**src/rtl/presort_chunk_unpacker.sv**
```systemverilog
// Splits presorted AXI words into per-chunk beats for the merge-tree leaves and
// monitors every emitted chunk for ascending key order.
module presort_chunk_unpacker #(
    parameter int AXI_DATA_WIDTH    = 512,
    parameter int DATA_WIDTH        = 32,
    parameter int KEY_WIDTH         = 32,
    parameter int INIT_SORTED_CHUNK = 8,
    localparam int LP_CHUNK_NUM     = AXI_DATA_WIDTH / DATA_WIDTH / INIT_SORTED_CHUNK,
    localparam int LP_CHUNK_BITS    = INIT_SORTED_CHUNK * DATA_WIDTH,
    localparam int LP_IDX_W         = (LP_CHUNK_NUM > 1) ? $clog2(LP_CHUNK_NUM) : 1
) (
    input  logic                      aclk,
    input  logic                      areset,
    input  logic                      s_axis_tvalid,
    output logic                      s_axis_tready,
    input  logic [AXI_DATA_WIDTH-1:0] s_axis_tdata,
    input  logic                      s_axis_tlast,
    output logic                      m_axis_tvalid,
    input  logic                      m_axis_tready,
    output logic [LP_CHUNK_BITS-1:0]  m_axis_tdata,
    output logic                      m_axis_tlast,
    output logic [LP_IDX_W-1:0]       m_chunk_idx,
    input  logic                      i_err_clr,
    output logic                      o_order_err,
    output logic [15:0]               o_err_cnt
);

    localparam logic [LP_IDX_W-1:0] LP_LAST_IDX = LP_IDX_W'(LP_CHUNK_NUM - 1);

    // Any adjacent pair with key[j] > key[j+1] (unsigned) marks the chunk as unsorted.
    function automatic logic chunk_unsorted(input logic [LP_CHUNK_BITS-1:0] chunk);
        logic bad;
        bad = 1'b0;
        for (int j = 0; j < INIT_SORTED_CHUNK - 1; j++) begin
            if (chunk[j*DATA_WIDTH +: KEY_WIDTH] > chunk[(j+1)*DATA_WIDTH +: KEY_WIDTH]) begin
                bad = 1'b1;
            end else begin
                bad = bad;
            end
        end
        return bad;
    endfunction

    logic [AXI_DATA_WIDTH-1:0] buf_data_q, buf_data_d;
    logic                      buf_last_q, buf_last_d;
    logic                      buf_valid_q, buf_valid_d;
    logic [LP_IDX_W-1:0]       idx_q, idx_d;
    logic                      order_err_q, order_err_d;
    logic [15:0]               err_cnt_q, err_cnt_d;
    logic [LP_CHUNK_BITS-1:0]  chunk_s;
    logic                      last_chunk_s;
    logic                      out_hs_s;
    logic                      in_hs_s;

    assign last_chunk_s  = (idx_q == LP_LAST_IDX);
    assign out_hs_s      = buf_valid_q && m_axis_tready;
    assign s_axis_tready = !areset && (!buf_valid_q || (out_hs_s && last_chunk_s));
    assign in_hs_s       = s_axis_tvalid && s_axis_tready;

    assign m_axis_tvalid = buf_valid_q;
    assign m_axis_tdata  = chunk_s;
    assign m_axis_tlast  = buf_last_q && last_chunk_s;
    assign m_chunk_idx   = idx_q;
    assign o_order_err   = order_err_q;
    assign o_err_cnt     = err_cnt_q;

    // Select the chunk addressed by idx from the buffered word.
    always_comb begin
        chunk_s = buf_data_q[0 +: LP_CHUNK_BITS];
        for (int c = 0; c < LP_CHUNK_NUM; c++) begin
            if (idx_q == LP_IDX_W'(c)) begin
                chunk_s = buf_data_q[c*LP_CHUNK_BITS +: LP_CHUNK_BITS];
            end else begin
                chunk_s = chunk_s;
            end
        end
    end

    // Word buffer and chunk index: a new word may reload on the edge that drains the last chunk.
    always_comb begin
        buf_data_d  = buf_data_q;
        buf_last_d  = buf_last_q;
        buf_valid_d = buf_valid_q;
        idx_d       = idx_q;
        if (in_hs_s) begin
            buf_data_d  = s_axis_tdata;
            buf_last_d  = s_axis_tlast;
            buf_valid_d = 1'b1;
            idx_d       = {LP_IDX_W{1'b0}};
        end else if (out_hs_s) begin
            if (last_chunk_s) begin
                buf_valid_d = 1'b0;
                idx_d       = {LP_IDX_W{1'b0}};
            end else begin
                idx_d = idx_q + {{(LP_IDX_W-1){1'b0}}, 1'b1};
            end
        end else begin
            idx_d = idx_q;
        end
    end

    // Sticky order flag and saturating counter; a violation wins over a same-cycle clear.
    always_comb begin
        order_err_d = order_err_q;
        err_cnt_d   = err_cnt_q;
        if (out_hs_s && chunk_unsorted(chunk_s)) begin
            order_err_d = 1'b1;
            if (i_err_clr) begin
                err_cnt_d = 16'd1;
            end else if (err_cnt_q != 16'hFFFF) begin
                err_cnt_d = err_cnt_q + 16'd1;
            end else begin
                err_cnt_d = err_cnt_q;
            end
        end else if (i_err_clr) begin
            order_err_d = 1'b0;
            err_cnt_d   = 16'd0;
        end else begin
            order_err_d = order_err_q;
        end
    end

    // State registers with synchronous reset.
    always_ff @(posedge aclk) begin
        if (areset) begin
            buf_data_q  <= {AXI_DATA_WIDTH{1'b0}};
            buf_last_q  <= 1'b0;
            buf_valid_q <= 1'b0;
            idx_q       <= {LP_IDX_W{1'b0}};
            order_err_q <= 1'b0;
            err_cnt_q   <= 16'd0;
        end else begin
            buf_data_q  <= buf_data_d;
            buf_last_q  <= buf_last_d;
            buf_valid_q <= buf_valid_d;
            idx_q       <= idx_d;
            order_err_q <= order_err_d;
            err_cnt_q   <= err_cnt_d;
        end
    end

endmodule

```
**config.mk**
```make
export PLATFORM = sky130hd
export DESIGN_NAME = presort_chunk_unpacker
export DESIGN_NICKNAME = d
export VERILOG_FILES = /design/src/rtl/presort_chunk_unpacker.sv
export SDC_FILE = /design/constraint.sdc
export NUM_CORES = 2
export LEC_CHECK = 0
export ABC_CLOCK_PERIOD_IN_PS = 7200
export CAP_MARGIN = 20
export CORE_AREA = 4 4 304 306
export DETAILED_ROUTE_END_ITERATION = 6
export DIE_AREA = 0 0 308 310
export PLACE_DENSITY_LB_ADDON = 0.05
export SLEW_MARGIN = 20
export SYNTH_ARGS = -nofsm -noshare
export SYNTH_HDL_FRONTEND = slang
export SYNTH_SLANG_ARGS = --single-unit
```
**constraint.sdc**
```tcl
create_clock -name aclk -period 7.2 [get_ports aclk]
set_input_delay 0.72 -clock aclk [delete_from_list [all_inputs] [get_ports aclk]]
set_output_delay 0.72 -clock aclk [all_outputs]
set_load 0.02 [all_outputs]
```
==> flow_summary.yaml <==
outcome:
  run_status: "completed"
timing:
  setup_slack_ns: 1.92
  max_clock_freq_mhz: 189
  skew_ns: 0.0292
  slew_headroom: 0.263
  worst_slew_pin_slew_ns: 1.09
  finalHoldViolCount: 0
  rsz0062_at_grt: "no"
  finalCritPeriodShare: 0.734
  setup_viol: 0
  tns_ns: 0
  finalCriticalPeriod_ns: 5.28
  drv_slew: 0
placement:
  io_buffers: 794
  gp_congestion: 0.864
  pre_cts_ws_ns: 1.88
  numPlacedInstances: 5221
  dp_hpwl_um: 98900
pwr:
  ir_drop_mv: 0.161
  power_density_mw_per_mm2: 225
  p_seq_frac: 0.371
  clkPwrFrac: 0.393
  power.total_mw: 8.82
  p_int_mw: 6.10
  power_switching_mw: 2.73
  p_leak_nw: 15.8
  p_sw_frac: 0.309
  p_comb_frac: 0.235
cts:
  cts_made_buffers: 67
  clkTransAtPathRegs_ns: 0.06
  cts-root-buf: "clkbuf_16"
  htree_levels: 3
  cts_tree: "done"
  insertion_delay_ns: 0.62
  cts_setup_buffers: 0
  cts_buffer_depth: 3
  hold_buffers: 0
  cts_resized: 0
  numClockSinks: 532
setup_path:
  critPathLaunchType: "flip-flop"
  slowest_delay_ns: 0.68
  crit_fanout: 83
  r2r-end: "o_err_cnt[3]$_SDFFE_PP0P_"
  end_kind: "flip-flop"
  path_cells: "buf_12 -> mux2i_1 -> inv_1 -> ha_1 -> nand4_1 -> nor4_1 -> nand2_1 -> o311a_1 -> nor4_2 -> o2111ai_2 -> nor2_4 -> or3_1 -> a21oi_1"
  cp_data_arrival_time_ns: 5.77
  cp.required_ns: 7.68
  critPathKind: "reg -> reg"
  startpoint: "m_chunk_idx$_SDFFE_PP0P_"
  cp_top_family: "simple AND/OR/NAND/NOR gates"
  cp.buffers_inverters: 2
  r2r_slack_ns: 1.92
  slowest_stage: "dfxtp_4"
  rr_worst_depth: 13
  rr_startpoint: "m_chunk_idx$_SDFFE_PP0P_"
  crit_path_end: "o_err_cnt[3]$_SDFFE_PP0P_"
  cp.depth: 13
detailed_routing:
  drtIter0Drc: 1660
  ant_nets: 0
  wl_um: 125000
  drc: 0
  routedWlPerCell_um: 23.3
  dr_total_vias: 25600
  first_pass_iters: 5
  via_per_inst: 4.79
synthesis:
  syn_area_mm2: 0.0281
  syn_avg_cell_area_um2: 8.16
  synth_fp_nets: 4180
  synthArstFlopShare: 0
  ys_types: 61
  syn_inst: 3437
  ys_ff_latch: 532
  synth_edf_count: 0
  synth_ff_type: "dfxtp_1"
  ys_seq_area_frac: 0.380
  yosys_warnings: 0
floorplan:
  die_area_mm2: 0.0955
  start_util: 0.313
  rows: 110
  core_mm2: 0.0896
  ios: 795
  die_w_um: 308
  die_h_um: 310
global_routing:
  grt_use_total: 0.249
  antenna_found_initial: 24
  grt_pass1_vias: 25300
  grt_pass1_wl_um: 174000
  busiest_layer: "met2"
  grt_max_degree: 235
  gr-total-overflow: 0
  grtUsageMet1: 0.319
  met2_usage: 0.412
  grt.met3_usage: 0.0521
layout:
  drive_gt1_frac: 0.0413
  nFillCells: 9007
  syn_to_final_growth_pct: 39.7
  layout.nets: 4857
  final_cell_count_no_fill: 5358
flow_run:
  maxCapViolations: 0
min_path:
  hold_class: "reg -> reg"
state kept, by name, indices dropped and copies added (netlist names):
signal	count
o_err_cnt	16
m_axis_tvalid	1
buf_data_q	512
o_order_err	1
m_chunk_idx	1
buf_last_q	1
worst min-delay path by stage:
stage | cells after the start | to | from
CTS | 2 | buf_data_q[91]$_SDFFE_PP0P_ | buf_data_q[91]$_SDFFE_PP0P_
floorplan | 2 | buf_last_q$_SDFFE_PP0P_ | buf_last_q$_SDFFE_PP0P_
detailed placement | 2 | buf_data_q[181]$_SDFFE_PP0P_ | buf_data_q[181]$_SDFFE_PP0P_
global route | 2 | buf_data_q[325]$_SDFFE_PP0P_ | buf_data_q[325]$_SDFFE_PP0P_
global placement | 2 | buf_data_q[123]$_SDFFE_PP0P_ | buf_data_q[123]$_SDFFE_PP0P_
finish | 2 | buf_data_q[143]$_SDFFE_PP0P_ | buf_data_q[143]$_SDFFE_PP0P_
worst min-delay path: stages, from the launching register on:
cell and delay [ns]:
dfxtp_1 0.30, nand2b_1 0.06, o21ai_0 0.06
per-layer routing:
layer / vias to the layer above / part of all wire
li1: 12900 / -
met1: 11900 / 0.44
met2: 681 / 0.47
met3: 147 / 0.056
met4: 6 / 0.031
met5: - / 0.00037
layout by cell type (no fill, tap or decap), drive strengths merged, types with 29 or more instances in the layout:
cell type	count
a21oi	101
clkbuf	99
clkdlybuf4s50	793
dfxtp	532
ha	225
inv	240
mux2	32
mux2i	224
nand2	575
nand2b	515
nand3	29
nand4	53
nor2	29
o21ai	549
cells by family after synthesis:
logic type / synth area share
AO/OA/AOI/OAI: 0.136
XOR/XNOR: 0.000937
adder cells (fa/ha/maj): 0.100
buffers and inverters: 0.0599
flip-flops: 0.380
multiplexers: 0.0927
AND/OR/NAND/NOR: 0.230
power by group through the flow:
| stage | sequential [mW] | clock [mW] | combinational, mW |
|---|---|---|---|
| 6_report | 3.28 | 3.47 | 2.07 |
| 3_5_place_dp | 3.34 | 0 | 2.08 |
| 2_1_floorplan | 3.29 | 0 | 1.08 |
| 4_1_cts | 3.28 | 3.55 | 2.09 |
| 3_3_place_gp | 3.34 | 0 | 2.08 |
| 5_1_grt | 3.30 | 3.66 | 2.26 |
final cells by class:
type / count / area [um^2] / share of cell area
repair buffers: 814 / 8190 / 0.209
inverters: 235 / 882 / 0.0225
flip-flops and latches: 532 / 10700 / 0.272
clock buffers: 99 / 1940 / 0.0495
well taps: 1176 / 1470 / 0.0375
diodes: 20 / 50.0 / 0.00128
clock inverters: 18 / 273 / 0.00696
multi-input cells: 2464 / 15700 / 0.401
synthesized netlist by cell type, types with 3 or more instances:
master     number  share of area
nor2b_1         7         0.0016
or4_1           5         0.0013
a221oi_1        8         0.0025
nand2_1       575          0.077
clkbuf_1      170          0.023
nand3_1        29         0.0052
nor2_1         27         0.0036
dfxtp_1       532           0.38
and4_1         11         0.0034
ha_1          225           0.10
xor2_1          3        0.00094
buf_1          26         0.0035
a21oi_2         6         0.0019
o211ai_1       11         0.0029
a211oi_1        5         0.0013
and2_1          4        0.00089
nand2b_1      515           0.11
mux2_2         32          0.013
a2111oi_0       3        0.00094
nor3_1          5        0.00089
nor4_2          3         0.0013
inv_1         235          0.031
o21ai_0       538          0.096
or3_1           9         0.0020
a221o_1         6         0.0021
a21o_1         13         0.0035
nand4_1        51          0.011
and3_1          5         0.0011
buf_2           8         0.0014
o21ai_1        10         0.0018
nor4_1          7         0.0016
mux2i_1       224          0.080
a21oi_1        95          0.017
stage by stage:
stage          area [um^2]  hold slack (ns)   util
2_1_floorplan        28100            0.445      -
3_3_place_gp         36900            0.458  0.412
3_5_place_dp         36900            0.463  0.412
4_1_cts              39100            0.474  0.437
5_1_grt              39200            0.491  0.437
6_report             39200            0.470  0.437
Note: power is estimated with default switching activity, not from simulation.
